$ cat src/rtl/trap_ctrl.sv
// rtl/trap_ctrl.sv - machine-mode trap/interrupt/MRET sequencer producing CSR update data and fetch redirects
module trap_ctrl #(
    parameter bit VECTORED_EN = 1'b1
) (
    input  logic        clk_i,
    input  logic        rst_i,
    input  logic        inst_valid_i,
    input  logic [31:0] pc_i,
    input  logic [5:0]  exc_i,
    input  logic [31:0] tval_i,
    input  logic        mret_i,
    input  logic [2:0]  irq_i,
    input  logic [31:0] mie_i,
    input  logic [31:0] mtvec_i,
    input  logic [31:0] mepc_i,
    output logic        we_exc_o,
    output logic [31:0] mcause_o,
    output logic [31:0] mepc_o,
    output logic [31:0] mtval_o,
    output logic [31:0] mstatus_o,
    output logic [31:0] mip_o,
    output logic        is_int_o,
    output logic        redirect_o,
    output logic [31:0] target_pc_o,
    output logic        stall_o
);

    typedef enum logic [1:0] {
        IDLE  = 2'd0,
        TRAP  = 2'd1,
        REDIR = 2'd2,
        RET   = 2'd3
    } state_t;

    state_t      state, state_next;
    logic [31:0] mcause_q, mepc_q, mtval_q, mstatus_q, mip_q;
    logic        is_int_q;

    logic        take_int, take_exc, take_ret;
    logic [3:0]  int_code;
    logic [3:0]  exc_cause;
    logic        exc_has_tval;
    logic [2:0]  irq_hit;

    logic unused_bits;
    assign unused_bits = ^{mie_i[31:12], mie_i[10:8], mie_i[6:4], mie_i[2:0], mepc_i[1:0]};

    // Ordered MEI, MSI, MTI so a plain priority scan gives the required precedence.
    assign irq_hit = {irq_i[2] & mie_i[11], irq_i[0] & mie_i[3], irq_i[1] & mie_i[7]}
                     & {3{mstatus_q[3]}};

    always_comb begin
        int_code = 4'd7;
        if (irq_hit[2])
            int_code = 4'd11;
        else if (irq_hit[1])
            int_code = 4'd3;
    end

    always_comb begin
        exc_cause    = 4'd0;
        exc_has_tval = 1'b0;
        if (exc_i[0]) begin
            exc_cause    = 4'd0;
            exc_has_tval = 1'b1;
        end else if (exc_i[1]) begin
            exc_cause    = 4'd2;
            exc_has_tval = 1'b1;
        end else if (exc_i[3]) begin
            exc_cause    = 4'd3;
        end else if (exc_i[2]) begin
            exc_cause    = 4'd11;
        end else if (exc_i[4]) begin
            exc_cause    = 4'd4;
            exc_has_tval = 1'b1;
        end else if (exc_i[5]) begin
            exc_cause    = 4'd6;
            exc_has_tval = 1'b1;
        end
    end

    always_comb begin
        state_next = state;
        take_int   = 1'b0;
        take_exc   = 1'b0;
        take_ret   = 1'b0;
        case (state)
            IDLE: begin
                if (inst_valid_i) begin
                    if (|irq_hit) begin
                        take_int   = 1'b1;
                        state_next = TRAP;
                    end else if (|exc_i) begin
                        take_exc   = 1'b1;
                        state_next = TRAP;
                    end else if (mret_i) begin
                        take_ret   = 1'b1;
                        state_next = RET;
                    end
                end
            end
            TRAP:    state_next = REDIR;
            REDIR:   state_next = IDLE;
            RET:     state_next = IDLE;
            default: state_next = IDLE;
        endcase
    end

    // mstatus is updated on the capture edge so the new value accompanies the strobe/redirect.
    always_ff @(posedge clk_i or posedge rst_i) begin
        if (rst_i) begin
            state     <= IDLE;
            mcause_q  <= 32'd0;
            mepc_q    <= 32'd0;
            mtval_q   <= 32'd0;
            mstatus_q <= 32'h0000_1800;
            mip_q     <= 32'd0;
            is_int_q  <= 1'b0;
        end else begin
            state <= state_next;
            mip_q <= {20'd0, irq_i[2], 3'd0, irq_i[1], 3'd0, irq_i[0], 3'd0};
            if (take_int || take_exc) begin
                mcause_q  <= take_int ? {1'b1, 27'd0, int_code} : {28'd0, exc_cause};
                mepc_q    <= pc_i;
                mtval_q   <= (take_exc && exc_has_tval) ? tval_i : 32'd0;
                is_int_q  <= take_int;
                mstatus_q <= {mstatus_q[31:13], 2'b11, mstatus_q[10:8], mstatus_q[3],
                              mstatus_q[6:4], 1'b0, mstatus_q[2:0]};
            end else if (take_ret) begin
                mstatus_q <= {mstatus_q[31:8], 1'b1, mstatus_q[6:4], mstatus_q[7],
                              mstatus_q[2:0]};
            end
        end
    end

    always_comb begin
        target_pc_o = 32'd0;
        if (state == REDIR) begin
            target_pc_o = {mtvec_i[31:2], 2'b00};
            if (VECTORED_EN && (mtvec_i[1:0] == 2'b01) && is_int_q)
                target_pc_o = {mtvec_i[31:2], 2'b00} + {26'd0, mcause_q[3:0], 2'b00};
        end else if (state == RET) begin
            target_pc_o = {mepc_i[31:2], 2'b00};
        end
    end

    assign we_exc_o   = (state == TRAP);
    assign redirect_o = (state == REDIR) || (state == RET);
    assign stall_o    = (state != IDLE);
    assign mcause_o   = mcause_q;
    assign mepc_o     = mepc_q;
    assign mtval_o    = mtval_q;
    assign mstatus_o  = mstatus_q;
    assign mip_o      = mip_q;
    assign is_int_o   = is_int_q;

endmodule

$ cat config.mk
export PLATFORM = sky130hd
export DESIGN_NAME = trap_ctrl
export DESIGN_NICKNAME = d
export VERILOG_FILES = /design/src/rtl/trap_ctrl.sv
export SDC_FILE = /design/constraint.sdc
export NUM_CORES = 1
export LEC_CHECK = 0
export ABC_AREA = 0
export BUFFER_PORTS_ARGS = -buffer_cell sky130_fd_sc_hd__buf_2
export CORE_AREA = 3 3 141 143
export CTS_CLUSTER_DIAMETER = 120
export DETAILED_ROUTE_END_ITERATION = 8
export DIE_AREA = 0 0 144 146
export GPL_ROUTABILITY_DRIVEN = 0
export PLACE_DENSITY_LB_ADDON = 0.08
export SLEW_MARGIN = 20
export SYNTH_ARGS = -nofsm -noshare
export SYNTH_HDL_FRONTEND = slang
export SYNTH_SLANG_ARGS = --single-unit
$ cat constraint.sdc
create_clock -name clk_i -period 2.2 [get_ports clk_i]
set_clock_uncertainty 0.2 [all_clocks]
set_input_delay 0.11 -clock clk_i [delete_from_list [all_inputs] [get_ports clk_i]]
set_output_delay 0.11 -clock clk_i [all_outputs]
set_load 0.005 [all_outputs]
==> run metrics, run 1 <==
status finished with violations; failing checks negative setup slack; M3 GR Usage 0.04174; CP max stage delay 0.42 ns; Setup crit start mcause_o[1]; CTS HTree Levels 3; post-placement cell area 6192 µm²; layout cells sized above 1 0.4578; Final HPWL DP roughly 13000 µm; largest net degree at the start of global routing 78; #FFs+latches synth 77; number of CTS-inserted buffers 9; IO Pins 369; core box area 18710 µm²; commonest non-fill, non-tap cell in the layout buf_2; FF/Latch Area roughly 1900 µm²; Critical Path AT around 2.4 ns; Worst-Margin Slew between 0.7 and 0.8 ns; Yosys cell types 56; Final nets 1014; crit-path leading delay family compound AO/OA/AOI/OAI gates; dpl cells approximately 970; critical path class flop to output pin; worst slack, placed -0.2106 ns; Max stage delay cell, worst path dfrtp_1; final period utilization 1.213; DRC violations left 0; Final min period approximately 2.7 ns; ys async rst share 1.000; Max Clk Rate 374.9 MHz; Cell Area, Synth 4820 µm²; Clock Path Buffers 2; vias per cell approximately 4.4; area grow syn2layout 58.70%; Multi-input gate area roughly 2600 µm²; Power Total around 0.0054 W; VDD IR-drop max just over 0.5 mV; GR Util met2 0.2791; Most Used Layer, Global Route met2; grt ovf 0; worst path bufs/invs 2; CP Max Fanout 5; crit-path cells ha_1 > a21oi_2 > o22ai_1 > buf_4 > nand4_1 > o32a_1 > o211a_1 > buf_2; dominant cell type by area after synthesis dfrtp_1; met1 Track Usage GR 0.1790; antenna viol nets, final 0; Die Ht ~150 µm; most frequent cells in the layout buf_2, conb_1, dfrtp_1, dlygate4sd3_1, a22o_1; TritonCTS Sinks between 70 and 80; Clock Latency Late Sink 0.33 ns; 1st-pass router iterations 4; Cell Count, Final, Fillers Out around 1100; power per cell area 711.8 nW/µm²; Startpoint Class flop; CTS tree done; cell row count 50; total track usage 0.1540; vias in the first global route 4917; utilization after layout 0.4089; slew margin rel. 0.4847; Hold Crit Start mie_i[7]; Yosys warnings 0; max_cap viols 0; Area contributors post-synth dfrtp_1, buf_4, mux2_2; Final Hold Viols 0; clock-pin slew on the worst setup and hold paths approximately 0.060 ns; setup ws final -0.4676 ns; initial antenna violation count 1; Syn Inst Count around 480; Total Wirelength 17640 µm; die width approximately 140 µm; Via Count about 4700; post-synth top area share 0.3946; port buffer count roughly 250; unrepaired setup endpoints after global routing yes; Worst R2R Start state[0]; CTS root buffer clkbuf_16; final count of negative-setup-slack endpoints 28; Initial Utilization 0.2577; DIE AREA between 20000 and 25000 µm²; worst hold-check path type primary input to flop; WL/cell approximately 16 µm; first-pass GRT wire length about 26000 µm; fill cell count approximately 1900; Pleak between 3 and 4 nW; number of synthesized flops with an enable pin 0; design area approximately 7600 µm²; # diodes 0; Most used DFF post-synth dfrtp_1; critical path capture point type output pin; Data required, critical path roughly 1.9 ns; Avg Inst Size Synth about 10 µm²; DRT iter0 DRCs about 140; post-synthesis sequential area ratio 0.4001; max-slew violation count 0
[through the flow]
stage	TNS [ns]	hold WS (ns)
after floorplan	-0.07481	-0.05857
after global placement	-2.104	0.04550
after detailed placement	-2.277	0.04953
after CTS	-10.94	0.06952
after global routing	-12.72	0.09842
final	-9.383	0.09209
[cells by family (layout without fill, tap and decap cells)]
logic type      Yosys count  count (layout)  share of synthesized area
compound gates          114             114                     0.1625
xor+xnor                 23              23                    0.04180
mux                      36              36                    0.08359
other cells               1              86                  0.0007781
fa+ha+maj                 5               5                    0.01454
buf+inv                 124             397                     0.1763
simple gates            103             103                     0.1205
flops                    77              77                     0.4001
[worst reg2reg max path: stages (launching register included)]
cell and delay, ns:
dfrtp_1 0.40, nor2_1 0.17, nand2_1 0.19, a21o_4 0.30, buf_6 0.17, buf_4 0.14, a22o_1 0.22
[final timing paths]
check / endpoint / slack, ns / cells past startpoint
max reg2reg: mtval_o[30] / 0.31 / 6
min: mcause_o[2] / 0.09 / 4
min in group asynchronous: mepc_o[8] / 0.23 / 4
min reg2reg: mtval_o[5] / 0.30 / 1
max in group asynchronous: mstatus_o[11] / 1.18 / 4
max: target_pc_o[23] / -0.47 / 8
[cell type report]
type,count,share of cell area
multi-input cells,367,0.3383
repair buffers,370,0.3228
flip-flops and latches,77,0.2521
well taps,234,0.03828
clock buffers,11,0.03174
clock inverters,5,0.01096
inverters,11,0.005889
[report_power, final]
part / total (W) / switching (W) / leakage, nW / internal (W)
logic: 0.00188 / 0.000856 / 2.73 / 0.00102
registers: 0.00194 / 0.000188 / 0.936 / 0.00175
clock network: 0.00162 / 0.000596 / 0.152 / 0.00103
total: 0.00544 / 0.00164 / 3.82 / 0.00380
[routing by layer]
metal / up-vias / share of wire
met1: 2238 / 0.40
met5: - / 0.00040
met4: 2 / 0.0078
li1: 2262 / -
met2: 225 / 0.51
met3: 13 / 0.083
[registers in the layout, indices dropped and copies added (netlist names)]
name / cells
mtval_o: 32
mcause_o: 5
mstatus_o: 3
mepc_o: 32
state: 2
mip_o: 3
[cells in the mapped netlist, drive strengths merged, types with 11 or more instances]
| master | n |
|---|---|
| buf | 99 |
| dfrtp | 76 |
| mux2 | 34 |
| a22o | 33 |
| o21ai | 29 |
| a21oi | 26 |
| nand2 | 17 |
| nor2 | 15 |
| clkbuf | 14 |
| nand3 | 14 |
| nand4 | 14 |
| xnor2 | 14 |
| inv | 11 |
| nor3 | 11 |
[timing repair]
item	CTS	global route
resized for setup	35	12
setup endpoints to repair	30	78
hold buffers	72	0
setup buffers	8	7
hold endpoints to repair	149	0
cloned	0	5
pin swaps	50	38
(Power assumes the default switching activity.)
==> run 2: changes to the inputs <==
--- a/config.mk
+++ b/config.mk
@@ -12,6 +12,7 @@
 export DETAILED_ROUTE_END_ITERATION = 8
 export DIE_AREA = 0 0 144 146
 export GPL_ROUTABILITY_DRIVEN = 0
+export GPL_TIMING_DRIVEN = 0
 export PLACE_DENSITY_LB_ADDON = 0.08
 export SLEW_MARGIN = 20
 export SYNTH_ARGS = -nofsm -noshare
==> run 2 against run 1 <==
Sequential share of layout area decreased by 1.7 points. Global-route usage increased by 0.62 points. Flip-flop and latch count unchanged. Critical endpoint is now target_pc_o[28]. Largest power group is now combinational cells. Worst hold slack got worse by 0.071 ns. The run still ends with negative setup slack left. Count of clock-buffer cells in the layout increased by 1. Cell count increased by 7.9%. Via count increased by 6.0%. Combinational power increased by 5%. Design area increased by 7.4%. Sequential power about the same. Fmax decreased by 3.2%. Clock power increased by 3%. Highest routed layer is now met4.
==> run metrics, run 2 (same netlist as run 1, synthesis figures left out) <==
number of CTS-inserted buffers 9 (unchanged); CTS HTree Levels 3 (unchanged); Worst-Margin Slew 0.5676 ns (was 0.7660 ns); Clock Latency Late Sink 0.33 ns (about the same); Via Count 5025 (was 4740); most frequent cells in the layout buf_2, buf_4, conb_1, dlygate4sd3_1, dfrtp_1 (was buf_2, conb_1, dfrtp_1, dlygate4sd3_1, a22o_1); Critical Path AT 2.45 ns (was 2.36 ns); CP Max Fanout 3 (was 5); crit-path cells buf_6 > fa_2 > a211o_1 > o211ai_1 > or2_1 > nor4_2 > o311a_1 > buf_2 (was ha_1 > a21oi_2 > o22ai_1 > buf_4 > nand4_1 > o32a_1 > o211a_1 > buf_2); port buffer count 250 (was 251); Data required, critical path 1.89 ns (about the same); die width 144 µm (unchanged); fill cell count 1826 (was 1889); cell row count 50 (unchanged); grt ovf 0 (unchanged); vias per cell 4.332 (was 4.409); Max Clk Rate 362.8 MHz (was 374.9 MHz); WHS Path Cells 4 (unchanged); Clock Path Buffers 2 (unchanged); first-pass GRT wire length 26830 µm (was 26070 µm); Pleak 4.221 nW (was 3.820 nW); commonest non-fill, non-tap cell in the layout buf_2 (unchanged); CTS root buffer clkbuf_16 (unchanged); DRC violations left 0 (unchanged); critical path capture point type output pin (unchanged); final period utilization 1.253 (was 1.213); max_cap viols 0 (unchanged); Reg2Reg Setup Slack 0.08 ns (was 0.31 ns); unrepaired setup endpoints after global routing yes (unchanged); TritonCTS Sinks 77 (unchanged); # diodes 0 (unchanged); DRT iter0 DRCs 160 (was 137); Setup crit start mcause_o[1] (unchanged); crit-path leading delay family compound AO/OA/AOI/OAI gates (unchanged); vias in the first global route 5143 (was 4917); Total Wirelength 17920 µm (was 17640 µm); worst hold-check path type primary input to flop (unchanged); IO Pins 369 (unchanged); VDD IR-drop max 0.4225 mV (was 0.5087 mV); Power Total 0.005586 W (was 0.005444 W); WHS Endpoint state[0] (was mcause_o[2]); worst path bufs/invs 2 (unchanged); area grow syn2layout 70.41% (was 58.70%); Max stage delay cell, worst path dfrtp_2 (was dfrtp_1); core box area 18710 µm² (unchanged); initial antenna violation count 0 (was 1); status finished with violations (unchanged); largest net degree at the start of global routing 32 (was 78); DIE AREA 21020 µm² (unchanged); final count of negative-setup-slack endpoints 28 (unchanged); failing checks negative setup slack (unchanged); 1st-pass router iterations 4 (unchanged); CP max stage delay 0.43 ns (was 0.42 ns); CTS tree done (unchanged); max-slew violation count 0 (unchanged); FF-to-FF path depth 8 (was 6); Final nets 1099 (was 1014); Final HPWL DP 14200 µm (was 12850 µm); Worst R2R Start state[1] (was state[0]); Die Ht 146 µm (unchanged); layout cells sized above 1 0.5054 (was 0.4578); antenna viol nets, final 0 (unchanged); power per cell area 680.2 nW/µm² (was 711.8 nW/µm²); Final min period 2.756 ns (was 2.668 ns); WL/cell 15.45 µm (was 16.40 µm); Initial Utilization 0.2577 (unchanged); reg2reg end mtval_o[4] (was mtval_o[30]); setup ws final -0.5561 ns (was -0.4676 ns); Startpoint Class flop (unchanged); Final Hold Viols 0 (unchanged); total track usage 0.1603 (was 0.1540); clock-pin slew on the worst setup and hold paths 0.06 ns (about the same); Hold Crit Start exc_i[4] (was mie_i[7]); utilization after layout 0.4391 (was 0.4089); critical path class flop to output pin (unchanged); slew margin rel. 0.6208 (was 0.4847)
-- run 2: cell count changes in the layout (fill, tap and decap cells not counted), sizes merged --
cell         previous run  this run
buf                   295       368
clkbuf                 14        25
inv                    10        11
clkinv                  1         0
clkinvlp                3         2
dlygate4sd3            72        74
-- run 2: final cells by class --
cell class | instances | area (µm²) | share of cell area
Clock inverter | 4 | 76.32 | 0.009293
Tap cell | 234 | 292.8 | 0.03565
Inverter | 11 | 45.04 | 0.005484
Timing Repair Buffer | 342 | 2166 | 0.2637
Multi-Input combinational cell | 367 | 2611 | 0.3179
Sequential cell | 77 | 1932 | 0.2352
Clock buffer | 12 | 266.5 | 0.03245
Buffer | 113 | 823.3 | 0.1002
-- run 2: worst register-to-register path, delay by kind of cell, from the launching register on --
| family | cells | cell delay, ns |
|---|---|---|
| AO/OA/AOI/OAI | 2 | 0.43 |
| AND/OR/NAND/NOR | 2 | 0.38 |
| flip-flops | 1 | 0.35 |
| buffers and inverters | 4 | 0.66 |
-- run 2: worst max-delay path by stage --
| stage | endpoint | slack, ns | cells past startpoint |
|---|---|---|---|
| global placement | target_pc_o[28] | -0.42 | 8 |
| detailed placement | target_pc_o[28] | -0.43 | 8 |
| CTS | target_pc_o[28] | -0.57 | 8 |
| finish | target_pc_o[28] | -0.56 | 8 |
| floorplan | target_pc_o[28] | -0.05 | 7 |
| global route | target_pc_o[16] | -0.66 | 9 |
-- run 2: timing repair --
action / 4_1_cts / 5_1_grt
setup buffers: 12 / 4
resized for setup: 39 / 20
hold buffers: 74 / 0
setup endpoints to repair: 93 / 92
endpoints found under the hold margin: 101 / 0
pin swaps: 31 / 20
-- run 2: power by group --
part           leakage, nW  internal [W]  switching (W)  total [W]
clock                0.165       0.00109       0.000576    0.00167
combinational         3.12       0.00110       0.000878    0.00198
sequential           0.932       0.00175       0.000185    0.00194
-- run 2: metal layers --
layer	GRT usage	vias to the layer above	wire length [µm]
li1	-	2426	-
met1	0.1760	2338	6757
met2	0.2924	241	9144
met3	0.04732	20	1685
met4	0.04991	0	335
met5	0	-	0
-- run 2: stage by stage --
stage | worst slack (ns) | std cells | TNS (ns) | hold WS (ns) | cell area [µm²]
5_1_grt | -0.6620 | 1160 | -14.19 | 0.05666 | 8213
6_report | -0.5561 | 1160 | -11.00 | 0.02063 | 8213
2_1_floorplan | -0.05397 | 568 | -0.07481 | -0.05857 | 5162
4_1_cts | -0.5703 | 1156 | -11.03 | 0.001717 | 8088
3_5_place_dp | -0.4281 | 1054 | -9.452 | -0.004115 | 6746
3_3_place_gp | -0.4205 | 1052 | -8.022 | 0.06475 | 6706
==> run 3: changes to the inputs <==
--- a/config.mk
+++ b/config.mk
@@ -6,11 +6,11 @@
 export NUM_CORES = 1
 export LEC_CHECK = 0
 export ABC_AREA = 0
-export BUFFER_PORTS_ARGS = -buffer_cell sky130_fd_sc_hd__buf_2
-export CORE_AREA = 3 3 141 143
+export CORE_AREA = 3 3 142 144
 export CTS_CLUSTER_DIAMETER = 120
 export DETAILED_ROUTE_END_ITERATION = 8
-export DIE_AREA = 0 0 144 146
+export DIE_AREA = 0 0 145 147
+export DONT_BUFFER_PORTS = 1
 export GPL_ROUTABILITY_DRIVEN = 0
 export GPL_TIMING_DRIVEN = 0
 export PLACE_DENSITY_LB_ADDON = 0.08
==> run 3 against run 2 <==
The run still ends with negative setup slack left. Fmax rose by 3.6%. Via count shrank 17%. Sequential power up 9%. Design area down 13%. Setup slack improved by 0.096 ns. Count of clock-buffer cells in the layout down 2. Critical path depth unchanged. Die area grew 1.4%. First-iteration DRC count is 29% lower.
==> run metrics, run 3 (same netlist as run 1, synthesis figures left out) <==
Clock Latency Late Sink 0.32 ns (was 0.33 ns); final period utilization 1.209 (was 1.253); Final min period 2.660 ns (was 2.756 ns); vias in the first global route 4291 (was 5143); crit-path cells ha_4 > fa_2 > a211o_1 > o211ai_1 > buf_4 > nor3_2 > xnor2_1 > a21oi_1 (was buf_6 > fa_2 > a211o_1 > o211ai_1 > or2_1 > nor4_2 > o311a_1 > buf_2); Final HPWL DP 13530 µm (was 14200 µm); total track usage 0.1528 (was 0.1603); Die Ht 147 µm (was 146 µm); Final Hold Viols 0 (unchanged); failing checks negative setup slack (unchanged); WHS Path Cells 3 (was 4); Pleak 3.211 nW (was 4.221 nW); Worst-Margin Slew 0.6856 ns (was 0.5676 ns); Total Neg Setup Slack -8.702 ns (was -11.00 ns); antenna viol nets, final 0 (unchanged); DRC violations left 0 (unchanged); switching share of total power 0.2954 (was 0.2934); internal power 0.003610 W (was 0.003947 W); Worst R2R Start state[0] (was state[1]); GR Util met2 0.2815 (was 0.2924); met1 Track Usage GR 0.1628 (was 0.1760); final count of negative-setup-slack endpoints 26 (was 28); Clock Path Buffers 2 (unchanged); critical path class flop to output pin (unchanged); Most Used Layer, Global Route met2 (unchanged); DRT iter0 DRCs 113 (was 160); worst hold-check path type primary input to flop (unchanged); Psw 0.001514 W (was 0.001639 W); die width 145 µm (was 144 µm); dpl cells 830 (was 1054); CTS root buffer clkbuf_16 (unchanged); power per cell area 719.3 nW/µm² (was 680.2 nW/µm²); setup ws final -0.4598 ns (was -0.5561 ns); area grow syn2layout 47.79% (was 70.41%); FF-to-FF path depth 7 (was 8); Reg2Reg Setup Slack 0.16 ns (was 0.08 ns); Power Total 0.005124 W (was 0.005586 W); TritonCTS Sinks 77 (unchanged); Flop pwr share 0.411 (was 0.347); DIE AREA 21320 µm² (was 21020 µm²); clock power share 0.322 (was 0.298); largest net degree at the start of global routing 29 (was 32); Startpoint Class flop (unchanged); slew margin rel. 0.5387 (was 0.6208); number of CTS-inserted buffers 9 (unchanged); commonest non-fill, non-tap cell in the layout buf_4 (was buf_2); grt ovf 0 (unchanged); initial antenna violation count 2 (was 0); Combinational Power Share 0.267 (was 0.355); IO Pins 369 (unchanged); reg2reg end mtval_o[3] (was mtval_o[4]); max-slew violation count 0 (unchanged); M3 GR Usage 0.05799 (was 0.04732); CTS HTree Levels 3 (unchanged); core box area 18830 µm² (was 18710 µm²); max_cap viols 0 (unchanged); Final nets 850 (was 1099); Max stage delay cell, worst path dfrtp_2 (unchanged); WHS Endpoint mcause_o[3] (was state[0]); cell row count 50 (unchanged); CP max stage delay 0.45 ns (was 0.43 ns); port buffer count 0 (was 250); clock-pin slew on the worst setup and hold paths 0.06 ns (about the same); Hold Crit Start exc_i[3] (was exc_i[4]); Total Wirelength 17270 µm (was 17920 µm); status finished with violations (unchanged); VDD IR-drop max 0.5004 mV (was 0.4225 mV); Data required, critical path 1.89 ns (about the same); Critical Path AT 2.35 ns (was 2.45 ns); Cell Count, Final, Fillers Out 936 (was 1160); CP Max Fanout 4 (was 3); Max Clk Rate 376.0 MHz (was 362.8 MHz); Initial Utilization 0.2559 (was 0.2577); CTS tree done (unchanged); first-pass GRT wire length 25900 µm (was 26830 µm); critical path capture point type output pin (unchanged); most frequent cells in the layout buf_4, conb_1, dlygate4sd3_1, dfrtp_1, mux2_2 (was buf_2, buf_4, conb_1, dlygate4sd3_1, dfrtp_1); WL/cell 18.45 µm (was 15.45 µm); vias per cell 4.431 (was 4.332); 1st-pass router iterations 4 (unchanged); unrepaired setup endpoints after global routing yes (unchanged); layout cells sized above 1 0.3437 (was 0.5054); Via Count 4147 (was 5025)
## run 3: timing repair
| action | 4_1_cts | 5_1_grt |
|---|---|---|
| hold endpoints to repair | 137 | 3 |
| resized for setup | 31 | 55 |
| pin swaps | 32 | 30 |
| hold buffers | 77 | 2 |
| endpoints found under the setup margin | 95 | 99 |
| setup buffers | 7 | 7 |
## run 3: layout make-up
type,count,area [µm²]
Tap cell,260,325.3
Timing Repair Buffer,95,964.7
Buffer,111,814.5
Clock buffer,10,229.0
Inverter,11,45.04
Fill cell,1888,11710
Clock inverter,4,98.84
Sequential cell,77,1938
Antenna cell,1,2.502
Multi-Input combinational cell,367,2705
## run 3: metal layers
| layer | vias up | routed length, µm | share of wire |
|---|---|---|---|
| met2 | 230 | 9038 | 0.52 |
| met3 | 14 | 1720 | 0.10 |
| met5 | - | 10 | 0.00058 |
| met4 | 2 | 225 | 0.013 |
| met1 | 1970 | 6271 | 0.36 |
| li1 | 1931 | - | - |
## run 3: worst max-delay path: cells and delay by family, from the launching register on
kind	cells	cell delay (ns)
compound gates	3	0.66
fa+ha+maj	2	0.52
xor+xnor	1	0.12
flops	1	0.45
buf+inv	1	0.22
simple gates	1	0.06
## run 3: how the worst max path moves through the flow
| stage | start | endpoint | slack (ns) | cells after the start |
|---|---|---|---|---|
| 2_1_floorplan | mcause_o[0] | target_pc_o[28] | -0.05 | 7 |
| 3_3_place_gp | mcause_o[0] | target_pc_o[28] | -0.42 | 7 |
| 3_5_place_dp | mcause_o[0] | target_pc_o[28] | -0.42 | 7 |
| 4_1_cts | mcause_o[0] | target_pc_o[28] | -0.52 | 7 |
| 5_1_grt | mcause_o[0] | target_pc_o[10] | -0.56 | 8 |
| 6_report | mcause_o[0] | target_pc_o[14] | -0.46 | 8 |
## run 3: through the flow
| step | area (µm²) | setup WS, ns | hold slack [ns] | utilization |
|---|---|---|---|---|
| finish | 7123 | -0.4598 | 0.02159 | 0.3783 |
| global route | 7123 | -0.5579 | 0.03950 | 0.3783 |
| CTS | 6795 | -0.5154 | 0.0006986 | 0.3609 |
| detailed placement | 5535 | -0.4249 | -0.06811 | 0.2940 |
| global placement | 5488 | -0.4180 | -0.05826 | 0.2914 |
| floorplan | 5162 | -0.05397 | -0.05857 | - |
## run 3: power groups by stage
| stage | Sequential, W | Clock, W | Combinational (W) |
|---|---|---|---|
| floorplan | 0.00198 | 0 | 0.000884 |
| global placement | 0.00211 | 0 | 0.00106 |
| detailed placement | 0.00210 | 0 | 0.00110 |
| CTS | 0.00211 | 0.00171 | 0.00126 |
| global route | 0.00215 | 0.00177 | 0.00152 |
| finish | 0.00211 | 0.00165 | 0.00137 |
